File: src/rtl/i2s_audio_rx.sv
// rtl/i2s_audio_rx.sv - I2S receiver: oversampled BCLK/LRCLK/SDATA deserialised into stereo pairs
`timescale 1ns/1ps
module i2s_audio_rx #(
   parameter int SAMPLE_WIDTH   = 16,
   parameter int SYNC_STAGES    = 2,
   parameter int TIMEOUT_CYCLES = 1024
) (
   input  logic                    clock,
   input  logic                    resetN,
   input  logic                    i2sBclk,
   input  logic                    i2sLrclk,
   input  logic                    i2sData,
   output logic [SAMPLE_WIDTH-1:0] sampleLeft,
   output logic [SAMPLE_WIDTH-1:0] sampleRight,
   output logic                    sampleValid,
   output logic                    locked,
   output logic                    frameError
);
   localparam int CW = $clog2(SAMPLE_WIDTH + 1);
   localparam int TW = $clog2(TIMEOUT_CYCLES + 1);
   localparam logic [CW-1:0] W_C    = CW'(SAMPLE_WIDTH);
   localparam logic [TW-1:0] TO_MAX = TW'(TIMEOUT_CYCLES);

   typedef enum logic {WAIT_SYNC, RUN} state_t;
   state_t state, state_next;

   logic [SYNC_STAGES-1:0]  bclk_sync, lr_sync, data_sync;
   logic                    bclk_hist, lr_prev, channel, left_ok;
   logic [SAMPLE_WIDTH-1:0] shift_reg, shifted;
   logic [CW-1:0]           bit_cnt, cnt_after;
   logic [TW-1:0]           to_cnt;
   logic                    bclk_s, lr_s, d_s, bclk_rise, lr_change, timed_out;

   assign bclk_s    = bclk_sync[SYNC_STAGES-1];
   assign lr_s      = lr_sync[SYNC_STAGES-1];
   assign d_s       = data_sync[SYNC_STAGES-1];
   assign bclk_rise = bclk_s & ~bclk_hist;
   assign lr_change = lr_s != lr_prev;
   assign timed_out = to_cnt == TO_MAX;

   // All three inputs share one stage count so LRCLK/SDATA line up with the detected edge
   always_ff @(posedge clock or negedge resetN) begin
      if (!resetN) begin
         bclk_sync <= '0;
         lr_sync   <= '0;
         data_sync <= '0;
         bclk_hist <= 1'b0;
      end else begin
         bclk_sync <= {bclk_sync[SYNC_STAGES-2:0], i2sBclk};
         lr_sync   <= {lr_sync[SYNC_STAGES-2:0], i2sLrclk};
         data_sync <= {data_sync[SYNC_STAGES-2:0], i2sData};
         bclk_hist <= bclk_s;
      end
   end

   always_ff @(posedge clock or negedge resetN) begin
      if (!resetN)
         to_cnt <= '0;
      else if (bclk_rise)
         to_cnt <= '0;
      else if (!timed_out)
         to_cnt <= to_cnt + TW'(1);
   end

   always_ff @(posedge clock or negedge resetN) begin
      if (!resetN)
         state <= WAIT_SYNC;
      else
         state <= state_next;
   end

   always_comb begin
      state_next = state;
      shifted    = shift_reg;
      cnt_after  = bit_cnt;
      if (bit_cnt < W_C) begin
         shifted   = {shift_reg[SAMPLE_WIDTH-2:0], d_s};
         cnt_after = bit_cnt + CW'(1);
      end
      if (bclk_rise) begin
         if (state == WAIT_SYNC && lr_change)
            state_next = RUN;
      end else if (timed_out) begin
         state_next = WAIT_SYNC;
      end
   end

   // On an LRCLK change the sampled bit still belongs to the slot that just ended
   always_ff @(posedge clock or negedge resetN) begin
      if (!resetN) begin
         shift_reg   <= '0;
         bit_cnt     <= '0;
         lr_prev     <= 1'b0;
         channel     <= 1'b0;
         left_ok     <= 1'b0;
         sampleLeft  <= '0;
         sampleRight <= '0;
         sampleValid <= 1'b0;
         locked      <= 1'b0;
         frameError  <= 1'b0;
      end else begin
         sampleValid <= 1'b0;
         if (bclk_rise)
            lr_prev <= lr_s;
         if (bclk_rise && state == WAIT_SYNC && lr_change) begin
            bit_cnt <= '0;
            channel <= lr_s;
            left_ok <= 1'b0;
         end else if (bclk_rise && state == RUN) begin
            shift_reg <= shifted;
            if (!lr_change) begin
               bit_cnt <= cnt_after;
            end else begin
               bit_cnt <= '0;
               channel <= lr_s;
               if (cnt_after == W_C) begin
                  if (!channel) begin
                     sampleLeft <= shifted;
                     left_ok    <= 1'b1;
                  end else if (left_ok) begin
                     sampleRight <= shifted;
                     sampleValid <= 1'b1;
                     locked      <= 1'b1;
                     left_ok     <= 1'b0;
                  end
               end else begin
                  frameError <= 1'b1;
                  left_ok    <= 1'b0;
               end
            end
         end else if (!bclk_rise && timed_out) begin
            locked  <= 1'b0;
            left_ok <= 1'b0;
         end
      end
   end
endmodule

File: config.mk
export PLATFORM = sky130hd
export DESIGN_NAME = i2s_audio_rx
export DESIGN_NICKNAME = d
export VERILOG_FILES = /design/src/rtl/i2s_audio_rx.sv
export SDC_FILE = /design/constraint.sdc
export NUM_CORES = 1
export LEC_CHECK = 0
export ABC_AREA = 0
export CELL_PAD_IN_SITES_DETAIL_PLACEMENT = 1
export CELL_PAD_IN_SITES_GLOBAL_PLACEMENT = 1
export CORE_MARGIN = 2
export CORE_UTILIZATION = 49
export CTS_CLUSTER_SIZE = 8
export DETAILED_ROUTE_END_ITERATION = 6
export PLACE_DENSITY = 0.95
export SLEW_MARGIN = 10
export SYNTH_ARGS = -nofsm -noshare
export SYNTH_HDL_FRONTEND = slang
export SYNTH_SLANG_ARGS = --single-unit
File: constraint.sdc
create_clock -name clock -period 5.9 [get_ports clock]
set_input_delay 1.77 -clock clock [delete_from_list [all_inputs] [get_ports clock]]
set_output_delay 1.77 -clock clock [all_outputs]
set_load 0.01 [all_outputs]
Word level (Yosys, flattened, before mapping) --
Cells that the tools add are included.
Storage, ports and cells: input bits 5, word-level logic and storage cells 84, register bits 78
Cells by class: $add $sub $neg 2, reduce and logical (&&, ||, !) cells 19, bitwise operators 6, multiplexer cells 30, equality and inequality tests 10, $lt $le $gt $ge 1
Operators by type and width (number):
- two-way mux 1 bit | 23
- two-way mux 11 bit | 2
- two-way mux 5 bit | 4
- two-way mux 16 bit | 1
- AND reduction 6 bit | 2
- adder 11 x 1 -> 11 bit (second input constant) | 1
- equality test 11 bit (second input constant) | 1
- != test 2 bit (second input constant) | 4
- AND reduction 2 bit | 4
- nonzero test 2 bit | 4
- adder 5 x 1 -> 5 bit (second input constant) | 1
- equality test 5 bit (second input constant) | 1
- logical AND 1 bit | 5
- less-than comparator 5 bit (second input constant) | 1
- inverter 1 bit | 5
- AND reduction 5 bit | 1
- != test 2 x 1 -> 1 bit (second input constant) | 2
- AND reduction 4 bit | 1
- != test 3 bit (second input constant) | 1
- nonzero test 3 bit | 1
- AND 1 bit | 1
- zero test 1 bit | 1
- != test 1 bit | 1

Depth between registers and ports, before layout --
Gate-level depths: netlist of the first run.
depth after elaboration 7, mapped depth 7, mapped depth without buffers 5

Worst setup path before layout of the first run --
No wires, ideal clock.
path type register to register, from register bit_cnt[0], to register sampleLeft[10], required time 5.775 ns, arrival time 2.080 ns, stages on the path, launching flop included 8, clock period less this slack 2.205 ns, path slack 3.695 ns, cells stage by stage dfrtp_1 -> ha_1 -> xnor2_1 -> a31oi_1 -> or4_1 -> buf_6 -> buf_12 -> mux2_4
On the way: word-level cells in the longest chain between the ends 4, elaborated cells between the ends (all ways) 6, those cells by class add/sub (1); order compare (1); eq/ne (1); mux (2); reduce/logical (1)
Ends and longest elaborated chain:
- start: declaration | RTL line 30 | logic [CW-1:0] bit_cnt, cnt_after;
- start signal: assignment | RTL line 112 | bit_cnt <= cnt_after;
- adder 5 x 1 -> 5 bit / less-than comparator 5 bit (equally long branches) | RTL line 78, 76
- two-way mux 5 bit | RTL line 76 | if (bit_cnt < W_C) begin
- equality test 5 bit | RTL line 116 | if (cnt_after == W_C) begin
- AND reduction 5 bit (no line)
- end signal: assignment | RTL line 118 | sampleLeft <= shifted;
- end: declaration | RTL line 13 | output logic [SAMPLE_WIDTH-1:0] sampleLeft,
Several ways; a longest one is shown, not always the timed one. A chain may end at the register's enable or synchronous reset.

Final worst setup path of the first run --
from register sampleLeft[6], to output sampleLeft[6]
No word-level cell between the ends.

==> results of run 1 <==
metrics by stage:
step,cells,cell area [um2]
after floorplan,247,3385
after global placement,359,3825
after detailed placement,359,3825
after CTS,375,4063
after global routing,375,4063
final,375,4063
layer usage:
metal	wire, um	global-route usage, %	vias up	part of all wire, %
met3	191	5.498	18	2.4
met1	3156	24.78	1089	40
met4	229	10.91	0	2.9
met2	4369	41.15	43	55
met5	0	0	-	0
li1	-	-	953	-
final cells by class:
cell class	instances	area (um2)
fill	643	2694
sequential	78	1952
multi-input combinational	157	1355
timing repair buffer	42	410.4
clock buffer	11	131.4
clock inverter	5	106.4
tap	80	100.1
inverter	2	7.507
cells in the final DEF (no fill, tap or decap), drive strengths merged, types with 8 or more instances in the layout:
cell type and n:
clkbuf 11, o21ai 8, nor2 13, mux2 64, dfrtp 78, nand2 15, xnor2 8, clkdlybuf4s50 38
power groups by stage:
stage	combinational (mW)	sequential, mW	clock [mW]
floorplan	0.141	0.651	0
global placement	0.174	0.664	0
detailed placement	0.193	0.675	0
CTS	0.204	0.669	0.488
global route	0.218	0.683	0.512
finish	0.201	0.672	0.481
path summary, 6_finish.rpt:
check                              start               to  slack [ps]  cells past startpoint
max                        sampleLeft[6]    sampleLeft[6]        2800                      1
min                         data_sync[0]     data_sync[1]         360                      0
max reg2reg                   bit_cnt[4]   sampleLeft[11]        2910                      4
min reg2reg                 data_sync[0]     data_sync[1]         360                      0
max in group asynchronous         resetN  sampleRight[14]        3700                      1
min in group asynchronous         resetN     shift_reg[0]        1560                      1
worst reg2reg max path: cells and delay by family (launching register included):
family | cells | cell delay, ps
and+or+nand+nor | 2 | 1320
DFF | 1 | 950
muxes | 1 | 470
AOI/OAI and AO/OA | 1 | 150
cell families (layout without fill, tap and decap cells):
kind of cell | Yosys count | in the layout | share of synthesized area [%]
buffers and inverters | 12 | 60 | 2.292
and+or+nand+nor | 56 | 56 | 8.947
muxes | 65 | 65 | 22.70
DFF | 78 | 78 | 57.67
xor gates and xnor gates | 11 | 11 | 3.069
AOI/OAI and AO/OA | 22 | 22 | 4.215
adders and majority gates | 3 | 3 | 1.109
==> impl_metrics.py, run 1 <==
metrics = {
    "worst_setup_path": {
        "crit_slowest_cell": "clkdlybuf4s50_1",
        "arrival_ps": 1330,
        "worst_setup_path_start_kind": "flip-flop",
        "critical_path.max_fanout": 2,
        "endpoint_kind": "primary output",
        "crit_required_ps": 4130,
        "path_buf_inv": 1,
        "critical_path.cell_chain": "clkdlybuf4s50_1",
        "crit_type": "reg2out",
        "critPathMaxStageDelay_ps": 580,
        "crit_family": "buffers and inverters",
    },
    "placement": {
        "port_buffers": 39,
        "preCtsSetupSlack_ps": 2949,
        "hpwl_um": 4918,
        "place_congestion": 0.7660,
    },
    "timing": {
        "hold_viol": 0,
        "fin_crit_ps": 3095,
        "holdWs_ps": 363.9,
        "fmax_mhz": 323.1,
        "fin_crit_sh_pct": 52.46,
        "final_max_slew_viol_count": 0,
        "rsz0062_at_grt": "false",
        "skew_ps": 10.25,
        "setup_ws_ps": 2805,
        "setup_viol": 0,
        "fin_setup_tns_ps": 0,
        "worst_slew_pin_slew_ps": 974.7,
        "relSlewSlack_pct": 35.02,
    },
    "pwr": {
        "p_clk_share_pct": 35.5,
        "ir_drop_v": 0.0001602,
        "power_mw": 1.354,
        "p_per_area_nw_per_um2": 333.2,
        "swShare_pct": 27.54,
        "switchingPower_uw": 372.8,
        "internal_power_uw": 981.0,
        "seq_power_share_pct": 49.6,
        "leakagePower_nw": 1.843,
        "combPwrFrac_pct": 14.9,
    },
    "global_route": {
        "grt_pass1_wl_um": 12610,
        "grt_overflow": 0,
        "grtUsageTotal_pct": 22.72,
        "first_global_vias": 2382,
        "grt_max_degree": 79,
        "antenna_found_initial": 0,
    },
    "drt": {
        "wl_um": 7946,
        "drc": 0,
        "vias_per_cell": 5.608,
        "drtPass1Iterations": 4,
        "drt-initial-drc-count": 75,
        "dr_total_vias": 2103,
        "ant_nets": 0,
        "avgRoutedWirePerCell_um": 21.19,
    },
    "synthesis": {
        "synth-async-reset-ratio_pct": 100.0,
        "synth_common_cells": "dfrtp_1 (78), mux2_2 (54), nand2_1 (15)",
        "yosysSeqAreaShare_pct": 57.67,
        "yosysTopAreaCell": "dfrtp_1",
        "synth_edf_count": 0,
        "synthFlopType": "dfrtp_1",
        "netlist_area_um2": 3384,
        "synth_cell_types": 38,
        "ys.warnings.count": 0,
        "synth_cells": 247,
        "synth_seq_cells": 78,
        "avgSynthCellArea_um2": 13.70,
        "synthTopCellsByArea": "dfrtp_1 (58%), mux2_2 (18%), mux2_4 (4.4%)",
        "synth_top_area_share_pct": 57.67,
        "synth.most_common_cell": "dfrtp_1",
        "synth_nets": 255,
    },
    "floorplan": {
        "io_pins": 40,
        "die_w_um": 87.11,
        "start_util_pct": 50.09,
        "die_h_um": 87.11,
        "std_cell_rows": 30,
        "dieArea_um2": 7588,
        "core_area_um2": 6756,
    },
    "clocking": {
        "clock-root-buffer": "clkbuf_8",
        "clock-sinks": 78,
        "cts_resized": 0,
        "cts_htree_levels": 3,
        "cts-buffers-inserted": 9,
        "cts.path.max_buffers": 2,
        "cts_hold_buf": 0,
        "postCtsSetupRepairBufs": 0,
        "cts_tree": "yes",
        "worstSkewPairLatency_ps": 360,
        "clkTransAtPathRegs_ps": 80,
    },
    "run_status": {
        "status": "finished, final reports clean",
    },
    "final_layout": {
        "final_layout_size_suffix_gt1_share_pct": 29.15,
        "nets": 298,
        "area_growth_pct": 20.04,
        "antenna_cells": 0,
        "post-route-util_pct": 60.13,
    },
    "worst_hold_path": {
        "hold_class": "reg2reg",
    },
    "job": {
        "maxCapViolCount": 0,
    },
}
Note: power is estimated with default switching activity, not from simulation.
==> inputs of run 2 (changes only) <==
- CORE_UTILIZATION: 49 -> 45
- PLACE_DENSITY: 0.95 -> 0.89
- clock period: 5.9 -> 3.07 ns (I/O delays scaled with it)
==> run 2 against run 1 <==
Effect of this change: clock-buffer cell count decreased by 1; final area grew 0.65%; clock skew rose by 1.3 ps; sequential cell count stayed put; utilization decreased by 3.8 points; non-clock buffer count is 1 higher; routed wire length shrank 12%; final cell count rose by 5.3%; highest routed layer unchanged.
==> impl_metrics.py, run 2 (same netlist as run 1, synthesis figures left out) <==
metrics = {
    "run_status": {
        "status": "finished, final reports clean",
    },
    "drt": {
        "drt-initial-drc-count": 117,
        "dr_total_vias": 2089,
        "drtPass1Iterations": 4,
        "ant_nets": 0,
        "wl_um": 6963,
        "drc": 0,
        "vias_per_cell": 5.289,
        "avgRoutedWirePerCell_um": 17.63,
    },
    "timing": {
        "final_max_slew_viol_count": 0,
        "relSlewSlack_pct": 34.79,
        "fin_crit_ps": 2705,
        "setup_viol": 0,
        "fin_setup_tns_ps": 0,
        "setup_ws_ps": 364.8,
        "worst_slew_pin_slew_ps": 978.2,
        "rsz0062_at_grt": "false",
        "fmax_mhz": 369.7,
        "hold_viol": 0,
        "holdWs_ps": 354.4,
        "fin_crit_sh_pct": 88.12,
        "skew_ps": 11.51,
    },
    "placement": {
        "placed_cells": 379,
        "hpwl_um": 4660,
        "port_buffers": 39,
        "place_congestion": 0.7259,
        "preCtsSetupSlack_ps": 390.3,
        "post_dp_cell_area_um2": 3869,
    },
    "floorplan": {
        "std_cell_rows": 31,
        "core_area_um2": 7253,
        "die_h_um": 90.73,
        "io_pins": 40,
        "start_util_pct": 46.66,
        "die_w_um": 90.73,
        "dieArea_um2": 8231,
    },
    "pwr": {
        "p_clk_share_pct": 34.4,
        "p_per_area_nw_per_um2": 607.1,
        "power_mw": 2.483,
        "leakagePower_nw": 1.840,
        "combPwrFrac_pct": 14.1,
        "internal_power_mw": 1.802,
        "seq_power_share_pct": 51.5,
        "switchingPower_uw": 680.7,
        "ir_drop_v": 0.0002656,
        "swShare_pct": 27.42,
    },
    "worst_setup_path": {
        "crit_type": "reg2reg",
        "endpoint_kind": "flip-flop",
        "arrival_ps": 2940,
        "critical_path.startpoint": "bit_cnt[0]",
        "worst_setup_path_start_kind": "flip-flop",
        "reg2reg_from": "bit_cnt[0]",
        "crit_required_ps": 3300,
        "critical_path.max_fanout": 16,
    },
    "clocking": {
        "postCtsSetupRepairBufs": 0,
        "cts.path.max_buffers": 2,
        "clkTransAtPathRegs_ps": 80,
        "cts_hold_buf": 0,
        "clock-root-buffer": "clkbuf_8",
        "worstSkewPairLatency_ps": 350,
        "cts_htree_levels": 3,
        "cts_resized": 0,
        "cts-buffers-inserted": 9,
        "clock-sinks": 78,
        "cts_tree": "yes",
    },
    "final_layout": {
        "final_cell_count_no_fill": 395,
        "n_fill_cell": 745,
        "layout_commonest_cell": "dfrtp_1",
        "design_area_um2": 4089,
        "area_growth_pct": 20.81,
        "final_layout_size_suffix_gt1_share_pct": 29.73,
        "antenna_cells": 0,
        "final_cell_mix": "dfrtp_1 (78), mux2_2 (54), clkdlybuf4s50_1 (38), nand2_1 (15), nor2_1 (13)",
        "post-route-util_pct": 56.37,
        "nets": 299,
    },
    "global_route": {
        "antenna_found_initial": 0,
        "grtUsageTotal_pct": 18.98,
        "grt_overflow": 0,
        "first_global_vias": 2429,
        "grt_pass1_wl_um": 12270,
        "grt_max_degree": 79,
    },
    "job": {
        "maxCapViolCount": 0,
    },
    "worst_hold_path": {
        "hold_class": "reg2reg",
        "hp-start": "bclk_sync[0]",
    },
}
[run 2: cell types whose count changed in the layout (fill, tap and decap cells not counted)]
cell,change
clkinvlp_4,+1
clkbuf_1,-1
bufinv_16,-1
inv_6,+1
buf_12,+1
[run 2: cell type report]
type | count | area [um2] | area share, %
inverters | 2 | 7.507 | 0.1836
repair buffers | 43 | 430.4 | 10.53
clock buffers | 10 | 127.6 | 3.121
well taps | 99 | 123.9 | 3.029
flip-flops and latches | 78 | 1952 | 47.74
clock inverters | 6 | 92.59 | 2.264
multi-input cells | 157 | 1355 | 33.14
[run 2: per-layer routing]
layer  routed length [um]  vias up  global-route usage [%]
met1                 3040     1078                   23.26
met2                 3584       36                   32.46
met4                  170        0                   9.487
met5                    0        -                       0
li1                     -      960                       -
met3                  167       15                   3.088
[run 2: critical path, cell delays in order, from the launching register on]
cell     delay (ps)
dfrtp_1         450
ha_1            300
xnor2_1         200
a31oi_1         200
or4_1           980
mux2_4          460
[run 2: final timing paths]
kind	end	slack, ps	cells after the start
setup reg to reg	sampleLeft[13]	360	5
max in group asynchronous	to_cnt[7]	1700	1
hold / removal	bclk_sync[1]	350	0
min in group asynchronous	bclk_sync[0]	720	1
setup / recovery	sampleLeft[13]	360	5
hold reg to reg	bclk_sync[1]	350	0
[run 2: power groups by stage]
stage / Sequential [mW] / Combinational, mW / Clock [mW]
2_1_floorplan: 1.25 / 0.271 / 0
3_3_place_gp: 1.28 / 0.332 / 0
3_5_place_dp: 1.29 / 0.359 / 0
4_1_cts: 1.28 / 0.361 / 0.872
5_1_grt: 1.30 / 0.397 / 0.914
6_report: 1.28 / 0.351 / 0.853
